[config.mk]
export PLATFORM = sky130hd
export DESIGN_NAME = write_buffer
export DESIGN_NICKNAME = d
export VERILOG_FILES = /design/src/rtl/write_buffer.sv
export SDC_FILE = /design/constraint.sdc
export NUM_CORES = 1
export LEC_CHECK = 0
export ABC_CLOCK_PERIOD_IN_PS = 2910
export CORE_AREA = 2 2 224 226
export DETAILED_ROUTE_END_ITERATION = 10
export DIE_AREA = 0 0 226 228
export GPL_TIMING_DRIVEN = 0
export PLACE_DENSITY = 0.55
export SYNTH_ARGS = -nofsm -noshare
export SYNTH_HDL_FRONTEND = slang
export SYNTH_SLANG_ARGS = --single-unit
[constraint.sdc]
create_clock -name clk -period 2.91 [get_ports clk]
set_input_delay 0.873 -clock clk [delete_from_list [all_inputs] [get_ports clk]]
set_output_delay 0.873 -clock clk [all_outputs]
set_load 0.05 [all_outputs]
[src/rtl/write_buffer.sv]
// write_buffer: one-entry dirty-victim buffer between cache and physical memory.
// Define WRITE_BUFFER_FWD_EN to serve fills that hit the buffered line directly.
module write_buffer (
  input  logic         clk,
  input  logic         reset_n,
  input  logic         cache_read,
  input  logic [15:0]  cache_address,
  output logic [127:0] cache_rdata,
  output logic         cache_resp,
  input  logic         wb_valid,
  input  logic [15:0]  wb_address,
  input  logic [127:0] wb_wdata,
  output logic         wb_ready,
  output logic         pmem_read,
  output logic         pmem_write,
  output logic [15:0]  pmem_address,
  output logic [127:0] pmem_wdata,
  input  logic [127:0] pmem_rdata,
  input  logic         pmem_resp
);

  typedef enum logic [1:0] {
    IDLE,
    READ,
    WRITE,
    RESP
  } state_e;

  state_e       state_q, state_d;
  logic         buf_valid_q, buf_valid_d;
  logic [11:0]  buf_tag_q, buf_tag_d;
  logic [127:0] buf_data_q, buf_data_d;
  logic [127:0] rdata_q, rdata_d;
  logic         hit;
  logic         capture;
  logic         unused_lsbs;

  // Hit only against the registered entry, never a same-edge capture.
  assign hit = buf_valid_q
            && (cache_address[15:4] == buf_tag_q);
  assign capture = wb_valid && !buf_valid_q;
  assign unused_lsbs = ^{cache_address[3:0],
                         wb_address[3:0]};

  always_ff @(posedge clk or negedge reset_n) begin
    if (!reset_n) begin
      state_q     <= IDLE;
      buf_valid_q <= 1'b0;
      buf_tag_q   <= '0;
      buf_data_q  <= '0;
      rdata_q     <= '0;
    end else begin
      state_q     <= state_d;
      buf_valid_q <= buf_valid_d;
      buf_tag_q   <= buf_tag_d;
      buf_data_q  <= buf_data_d;
      rdata_q     <= rdata_d;
    end
  end

  always_comb begin
    state_d = state_q;
    unique case (state_q)
      IDLE: begin
        if (cache_read) begin
          if (hit) begin
`ifdef WRITE_BUFFER_FWD_EN
            state_d = RESP;
`else
            state_d = WRITE;
`endif
          end else begin
            state_d = READ;
          end
        end else if (buf_valid_q) begin
          state_d = WRITE;
        end
      end
      READ:    if (pmem_resp) state_d = RESP;
      WRITE:   if (pmem_resp) state_d = IDLE;
      RESP:    state_d = IDLE;
      default: state_d = IDLE;
    endcase
  end

  always_comb begin
    buf_valid_d = buf_valid_q;
    buf_tag_d   = buf_tag_q;
    buf_data_d  = buf_data_q;
    rdata_d     = rdata_q;
    if (state_q == WRITE && pmem_resp) begin
      buf_valid_d = 1'b0;
    end
    if (capture) begin
      buf_valid_d = 1'b1;
      buf_tag_d   = wb_address[15:4];
      buf_data_d  = wb_wdata;
    end
    if (state_q == READ && pmem_resp) begin
      rdata_d = pmem_rdata;
    end
`ifdef WRITE_BUFFER_FWD_EN
    if (state_q == IDLE && cache_read && hit) begin
      rdata_d = buf_data_q;
    end
`endif
  end

  always_comb begin
    pmem_read    = 1'b0;
    pmem_write   = 1'b0;
    cache_resp   = 1'b0;
    pmem_address = '0;
    pmem_wdata   = '0;
    unique case (state_q)
      READ: begin
        pmem_read    = 1'b1;
        pmem_address = {cache_address[15:4], 4'h0};
      end
      WRITE: begin
        pmem_write   = 1'b1;
        pmem_address = {buf_tag_q, 4'h0};
        pmem_wdata   = buf_data_q;
      end
      RESP:    cache_resp = 1'b1;
      default: ;
    endcase
  end

  assign wb_ready    = !buf_valid_q;
  assign cache_rdata = rdata_q;

endmodule
==> results of run 1 <==
[synth_stat cells (2+ instances only)]
cell,number
inv_1,3
nand4_1,2
mux2_4,100
buf_4,5
nand2_1,3
and2_1,128
nor2_1,4
buf_6,22
clkbuf_1,17
a22oi_1,12
mux2_2,168
nor2b_1,13
buf_2,7
ha_1,4
xnor2_1,12
dfrtp_1,271
[critical path: cells and delay by family, from the launching register on]
kind          cells  cell delay [ps]
fa+ha+maj         1              340
buf+inv           3              540
flops             1              410
simple gates      1              150
[power by group]
group          switching (mW)  internal, mW  leakage, nW  total (mW)
logic                    9.36          6.92         4.95        16.3
registers                1.04          5.71         3.23        6.74
clock network            1.68          2.69        0.562        4.37
total                    12.1          15.3         8.74        27.4
[through the flow]
stage | setup slack [ps] | util, % | total power [mW] | setup TNS (ps) | hold WS [ps]
after floorplan | -27.35 | - | 17.02 | -27.35 | 472.0
after global placement | -11820 | 37.34 | 22.23 | -3280640 | 481.2
after detailed placement | -1080 | 37.46 | 22.32 | -86320 | 483.4
after CTS | -80.82 | 40.48 | 27.59 | -1417 | 287.3
after global routing | -39.08 | 40.72 | 28.66 | -225.5 | 298.4
final | 59.34 | 40.72 | 27.40 | 0 | 273.5
[cell families after synthesis]
family	after synthesis
compound gates	17
xor+xnor	12
fa+ha+maj	4
buf+inv	55
flops	271
mux	269
other cells	1
simple gates	153
[how the worst max path moves through the flow]
stage | start | to | slack [ps] | depth (start not counted)
finish | state_q[1] | pmem_address[15] | 60 | 5
global route | state_q[1] | pmem_address[15] | -40 | 5
CTS | state_q[0] | pmem_address[7] | -80 | 6
detailed placement | state_q[0] | pmem_wdata[90] | -1080 | 7
global placement | reset_n | cache_rdata[102] | -11820 | 1
floorplan | state_q[0] | pmem_address[5] | -30 | 6
[metal layers]
layer	routed length, um	up-vias	part of all wire (%)	track usage [%]
met5	23	-	0.058	0
met4	1018	4	2.6	4.967
met3	3864	63	9.7	5.976
met2	19390	349	49	25.69
met1	15590	4228	39	17.35
li1	-	3860	-	-
[repair_timing]
item / CTS / global route
hold buffers: 0 / 0
setup endpoints to repair: 142 / 127
gates cloned: 0 / 1
setup buffers: 1 / 0
gates resized for setup: 1031 / 36
pin swaps: 2 / 0
[flip-flops by register name, summed over array words and instances, names as in the netlist]
register	flops
buf_data_q	128
buf_tag_q	12
buf_valid_q	1
cache_rdata	128
state_q	2
[layout make-up]
class / instances / share of cell area, %
Buffer: 51 / 2.871
Clock buffer: 52 / 5.287
Clock inverter: 6 / 0.4297
Inverter: 3 / 0.05604
Multi-Input combinational cell: 459 / 24.55
Sequential cell: 271 / 33.75
Tap cell: 672 / 4.185
Timing Repair Buffer: 560 / 28.87
==> impl_metrics.json, run 1 <==
{
  "grt_max_degree": 106,
  "synth_compound_area_share_pct": 1.069,
  "htree_levels": 2,
  "drive_gt1_share_pct": 44.94,
  "worstPathArrival_ps": 1980,
  "multiInputGateArea_sq_um": 4933,
  "period_minus_slack_ps": 2851,
  "ant_nets": 0,
  "num-fill-cells": 4744,
  "core_area_sq_um": 49350,
  "r2r-end": "cache_rdata[9]",
  "grt_pass1_wl_um": 58780,
  "fp.dieArea_sq_um": 51530,
  "fin_crit_sh_pct": 97.96,
  "layout_common_cells": "clkdlybuf4s50_1, dfrtp_1, mux2_2",
  "port_buffers": 556,
  "clock_sinks": 271,
  "synth_top_area_share_pct": 57.37,
  "required_ps": 2040,
  "wl_per_cell_um": 19.23,
  "status": "complete, no violations",
  "die_h_um": 228,
  "syn_to_final_growth_pct": 69.97,
  "grtUsageTotal_pct": 15.15,
  "gr-total-overflow": 0,
  "syn_avg_cell_area_sq_um": 15.12,
  "synthCells": 782,
  "via_count": 8504,
  "synthAdderAreaFrac_pct": 0.4234,
  "ir_drop_mv": 0.7038,
  "end_kind": "primary output",
  "clock_skew_ps": 11.09,
  "slowest_stage": "dfrtp_1",
  "worst_pin_slew_ps": 637.6,
  "synthArstFlopShare_pct": 100.0,
  "synth-seq-cells": 271,
  "synth_edf_count": 0,
  "io_pins": 569,
  "cts_root_buf": "clkbuf_16",
  "critical_path_class": "reg -> out",
  "path_clk_slew_ps": 60,
  "gp_congestion": 0.7940,
  "dp_hpwl_um": 29870,
  "start_util_pct": 23.95,
  "drt_iter0_drc": 249,
  "r2r-start": "state_q[0]",
  "grt_pass1_vias": 9221,
  "stdcell_count": 2074,
  "setup_violations": 0,
  "synth.area.mux_share_pct": 28.79,
  "fin_area_sq_um": 20090,
  "rsz0062_at_grt": "true",
  "grt_antenna_before_repair": 2,
  "fmax_mhz": 350.8,
  "cp_cell_sequence": "inv_1, ha_1, buf_4, nor2b_4, clkbuf_4",
  "placed_area_sq_um": 18490,
  "fin_nets": 1677,
  "dp_cells": 2015,
  "crit_path_max_incr_delay_ps": 410,
  "layout_commonest_cell": "clkdlybuf4s50_1",
  "crit_path_max_fanout": 10,
  "rows": 82,
  "yosysSeqAreaShare_pct": 57.37,
  "synthDistinctLibCells": 27,
  "start_kind": "flop",
  "insertedDiodeCount": 0,
  "relSlewSlack_pct": 57.49,
  "synth.cell_area_sq_um": 11820,
  "firstDrtPassIters": 4,
  "reg2reg_depth": 6,
  "synthSimpleGateAreaFrac_pct": 7.959,
  "cts_inserted_buffers": 34,
  "synth_xor_area_share_pct": 0.8891,
  "hold_viol": 0,
  "drc": 0,
  "regArea_sq_um": 6782,
  "yosysTopAreaCell": "dfrtp_1",
  "ys_top_cells_by_area": "dfrtp_1, mux2_2, mux2_4",
  "r2r_slack_ps": 990,
  "ys.flop_type": "dfrtp_1",
  "power.density_nw_per_um2": 1364,
  "cts_tree": "done",
  "hold_path.class": "in -> async",
  "synth_top_family_by_area": "multiplexers",
  "drv_cap": 0,
  "clock_latency_ps": 530,
  "via_per_inst": 4.100,
  "routed_wirelength_um": 39880,
  "yosysWarnings": 0,
  "die_x_um": 226,
  "p_leak_nw": 8.743,
  "clock_path_buffers": 3,
  "slew_violations": 0
}
No activity file was read; power rests on OpenSTA's default activity.
==> inputs of run 2 (changes only) <==
Settings changed: RECOVER_POWER from default to 50.
==> impl_metrics.json, run 2 (same netlist as run 1, synthesis figures left out) <==
{
  "status": "finished with violations",
  "violations": "max-capacitance violations, max-slew violations",
  "cts_tree": "done",
  "gr-total-overflow": 0,
  "cts_inserted_buffers": 34,
  "wl_per_cell_um": 19.18,
  "start_kind": "flop",
  "grt_antenna_before_repair": 2,
  "clock_latency_ps": 530,
  "crit_buf_inv": 3,
  "clock_skew_ps": 12.63,
  "via_per_inst": 4.100,
  "core_area_sq_um": 49350,
  "whs_ps": 477.4,
  "fp.dieArea_sq_um": 51530,
  "relSlewSlack_pct": -20.27,
  "firstDrtPassIters": 4,
  "holdBufCountCts": 0,
  "required_ps": 2040,
  "rows": 82,
  "die_x_um": 226,
  "start_util_pct": 23.95,
  "grt_max_degree": 106,
  "io_pins": 569,
  "num-fill-cells": 4810,
  "layout_common_cells": "clkdlybuf4s50_1, dfrtp_1, mux2_2",
  "crit_path_max_fanout": 10,
  "tns_ps": 0,
  "fmax_mhz": 349.5,
  "crit_path_max_incr_delay_ps": 410,
  "dp_hpwl_um": 29870,
  "worst_pin_slew_ps": 1804,
  "fin_area_sq_um": 19820,
  "fin_crit_sh_pct": 98.32,
  "syn_to_final_growth_pct": 67.65,
  "setup_violations": 0,
  "slowest_stage": "dfrtp_1",
  "final_util_pct": 40.16,
  "period_minus_slack_ps": 2861,
  "ir_drop_mv": 0.7039,
  "clock_path_buffers": 3,
  "htree_levels": 2,
  "routed_wirelength_um": 39770,
  "drive_gt1_share_pct": 40.80,
  "cp_top_family": "buffers and inverters",
  "layout_commonest_cell": "clkdlybuf4s50_1",
  "multiInputGateArea_sq_um": 4746,
  "hold_viol": 0,
  "fin_nets": 1677,
  "hold_path.class": "reg -> reg",
  "finalPower_mw": 26.95,
  "gp_congestion": 0.7940,
  "slew_violations": 64,
  "end_kind": "primary output",
  "power.density_nw_per_um2": 1360,
  "placed_area_sq_um": 18490,
  "grt_pass1_vias": 9221,
  "drc": 0,
  "port_buffers": 556,
  "clock_sinks": 271,
  "grt_pass1_wl_um": 58780,
  "regArea_sq_um": 6782,
  "path_clk_slew_ps": 60,
  "drv_cap": 1,
  "worstPathArrival_ps": 1990,
  "critical_path_class": "reg -> out",
  "cts_root_buf": "clkbuf_16",
  "insertedDiodeCount": 0,
  "grtUsageTotal_pct": 15.15,
  "rsz0062_at_grt": "true",
  "cp_cell_sequence": "inv_1, ha_1, buf_4, nor2b_4, clkbuf_4",
  "ant_nets": 0,
  "p_leak_nw": 8.549,
  "via_count": 8504,
  "die_h_um": 228,
  "drt_iter0_drc": 244
}
[run 2: changes by cell type in the layout (fill, tap and decap cells not counted)]
cell             delta
buf_2               -6
buf_8               -2
clkbuf_1            +8
dlygate4sd3_1       +3
mux2_1             +50
clkdlybuf4s50_1     -3
mux2_4             -50
clkbuf_2            +9
buf_6               -9
[run 2: layer usage]
layer,GRT usage (%),up-vias,routed length [um]
met5,0,-,23
met4,4.967,4,1024
met3,5.976,63,3888
met1,17.35,4230,15380
li1,-,3859,-
met2,25.69,348,19450
[run 2: area by class of cell]
cell class	count	area share [%]
Sequential cell	271	34.22
Multi-Input combinational cell	459	23.95
Buffer	51	2.525
Inverter	3	0.05682
Timing Repair Buffer	560	29.22
Tap cell	672	4.242
Clock inverter	6	0.4356
Clock buffer	52	5.360
[run 2: timing repair]
action | 4_1_cts | 5_1_grt
gates cloned | 0 | 1
pin swaps | 2 | 0
gates resized for setup | 1031 | 36
setup buffers | 1 | 0
setup endpoints to repair | 142 | 127
[run 2: final timing paths]
kind	from	to	slack (ps)	cells past startpoint
worst min-delay path	buf_data_q[71]	buf_data_q[71]	480	1
worst max register to register	buf_valid_q	buf_data_q[110]	680	5
worst max-delay path	state_q[1]	pmem_address[15]	50	5
worst min register to register	buf_data_q[71]	buf_data_q[71]	480	1
max in group asynchronous	reset_n	cache_rdata[2]	730	2
min in group asynchronous	reset_n	buf_data_q[126]	790	1
[run 2: where the power goes]
group	total, mW	internal [mW]	leakage [nW]	switching, mW
clock	4.37	2.69	0.562	1.68
combinational	15.9	6.53	4.76	9.33
sequential	6.72	5.70	3.23	1.01
[run 2: stage by stage]
step | std cells | setup slack (ps)
after floorplan | 785 | -27.35
after global placement | 2013 | -11820
after detailed placement | 2015 | -1080
after CTS | 2074 | -80.82
after global routing | 2074 | -39.08
final | 2074 | 48.92
==> patch (config.mk and constraints of run 2) <==
Re-encode `state_e` (4 states) as one-hot, 4 bits wide.
--- a/src/rtl/write_buffer.sv
+++ b/src/rtl/write_buffer.sv
@@ -21,7 +21,7 @@
 
-  typedef enum logic [1:0] {
-    IDLE,
-    READ,
-    WRITE,
-    RESP
+  typedef enum logic [3:0] {
+    IDLE  = 4'b0001,
+    READ  = 4'b0010,
+    WRITE = 4'b0100,
+    RESP  = 4'b1000
   } state_e;
Behaviour: no difference found for any inputs over 4 cycles, from zero or initial values and one cycle with reset_n low; so few cycles prove little.
==> patch against run 2 <==
  * The flow finishes with violations (max-capacitance violations, max-slew violations, negative setup slack)
  * Routed wire length is 3.3% higher
  * Synthesized cell count fell by 1.7%
  * Hold slack better by 3.3 ps
  * Sequential share of layout area fell by 0.16 points
  * First-iteration DRC count fell by 21%
  * Power down 20%
  * Worst setup slack worse by 140 ps
  * Combinational power is 33% lower
  * Critical path depth is 2 higher
  * Final area grew 1.3%
  * Area after synthesis down 3.7%
  * Cell count up 0.68%
  * Sequential cell count grew 2
  * Core utilization grew 0.52 points
  * Critical path type unchanged
  * Largest cell class is now non-clock buffers
==> patch: results <==
export IMPL_outcome="finished with violations"
export IMPL_violations="max-capacitance violations, max-slew violations, negative setup slack"
export IMPL_cts_root_buf="clkbuf_16"
export IMPL_wl_per_cell_um=19.7
export IMPL_finalMaxSlewViolations=81
export IMPL_cts_buffers=35
export IMPL_dp_hpwl_mm=30.7
export IMPL_grt_pass1_vias=9483
export IMPL_grt_pass1_wl_mm=59.7
export IMPL_final_setup_tns_ps=-3480
export IMPL_antenna_found_initial=6
export IMPL_cp_max_fo=6
export IMPL_synth_cell_types=31
export IMPL_tightestPinTransition_ps=2260
export IMPL_drtIter0Drc=193
export IMPL_syn_avg_cell_area_um2=14.8
export IMPL_ys_seq_area_share_pct=60.1
export IMPL_setup_ws_ps=-93.0
export IMPL_irDropWorstVdd_mv=0.469
export IMPL_rrSetupSlack_ps=190
export IMPL_dp_cells=2002
export IMPL_drv_cap=1
export IMPL_final_layout_size_suffix_gt1_share_pct=35.9
export IMPL_r2r_end="cache_rdata[82]"
export IMPL_cp_arrival_ps=2130
export IMPL_synthTopCellsByArea="dfrtp_1 60%, mux2_2 17%, mux2_1 9.9%, and2_1 7.0%, buf_6 1.2%"
export IMPL_slowest_stage="dfrtp_2"
export IMPL_slowest_delay_ps=430
export IMPL_gr_usage_all_layers_pct=15.5
export IMPL_rr_worst_depth=8
export IMPL_gp_congestion=0.820
export IMPL_clock_skew_ps=25.1
export IMPL_synthTopCellsByCount="272 x dfrtp_1, 168 x mux2_2, 128 x and2_1"
export IMPL_viasPerCell=4.08
export IMPL_dp_worst_setup_slack_ps=-1250
export IMPL_setup_viol=98
export IMPL_crit_path_end="pmem_wdata[83]"
patch: changes by cell type after synthesis, moves of 3 or more:
| cell | before | now |
|---|---|---|
| mux2_1 | 0 | 100 |
| mux2_4 | 100 | 0 |
| a22o_1 | 0 | 12 |
| a22oi_1 | 12 | 0 |
| nor2b_1 | 13 | 1 |
| buf_2 | 7 | 17 |
| buf_6 | 22 | 12 |
| ha_1 | 4 | 0 |
| o21ai_0 | 0 | 3 |
patch: layer usage:
metal | track usage (%) | part of all wire [%] | up-vias
li1 | - | - | 3885
met1 | 15.9 | 36 | 4199
met3 | 7.91 | 12 | 50
met4 | 4.08 | 2.0 | 2
met2 | 27.5 | 50 | 390
met5 | 0 | 0.032 | -
patch: worst min path at each step:
stage | cells after the start | start | slack [ps] | endpoint
global placement | 1 | cache_rdata[79] | 470 | cache_rdata[79]
global route | 1 | cache_rdata[83] | 490 | cache_rdata[83]
finish | 1 | cache_rdata[42] | 480 | cache_rdata[42]
detailed placement | 1 | cache_rdata[117] | 470 | cache_rdata[117]
CTS | 1 | reset_n | 360 | buf_data_q[64]
floorplan | 1 | buf_data_q[0] | 470 | buf_data_q[0]
patch: metrics by stage:
| stage | utilization [%] | cell area [um^2] | power, uW |
|---|---|---|---|
| final | 40.7 | 20100 | 21600 |
| after CTS | 40.6 | 20100 | 21900 |
| after global routing | 40.7 | 20100 | 22700 |
| after floorplan | - | 11400 | 13000 |
| after global placement | 36.1 | 17800 | 16600 |
| after detailed placement | 36.2 | 17900 | 16700 |
patch: cell families after synthesis:
logic type	after synthesis	synth area share [%]
xor gates and xnor gates	12	0.924
DFF	273	60.1
and+or+nand+nor	143	8.10
AOI/OAI and AO/OA	20	1.41
buffers and inverters	52	2.96
other	1	0.0330
muxes	268	26.5
patch: cell type report:
| cell class | count | area [um^2] |
|---|---|---|
| Antenna cell | 4 | 10.0 |
| Fill cell | 4700 | 29300 |
| Clock inverter | 5 | 32.5 |
| Sequential cell | 273 | 6840 |
| Tap cell | 672 | 841 |
| Inverter | 2 | 7.51 |
| Multi-Input combinational cell | 447 | 4390 |
| Clock buffer | 54 | 1110 |
| Buffer | 50 | 543 |
| Timing Repair Buffer | 581 | 6310 |
patch: report_power, final:
| group | internal, uW | switching, uW |
|---|---|---|
| Combinational | 4520 | 6200 |
| Clock | 2610 | 1660 |
| Sequential | 5670 | 969 |
| Total | 12800 | 8830 |
patch: worst reg2reg max path, delay by kind of cell (launching register included):
family | cells | cell delay, ps
multiplexers | 1 | 340
buffers and inverters | 4 | 1050
flip-flops | 1 | 400
AND/OR/NAND/NOR | 3 | 800
patch: what timing repair did:
action / in CTS / in global routing
setup endpoints to repair: 243 / 141
gates cloned: 8 / 3
pin swaps: 7 / 28
buffers inserted: 15 / 1
gates resized for setup: 1178 / 19
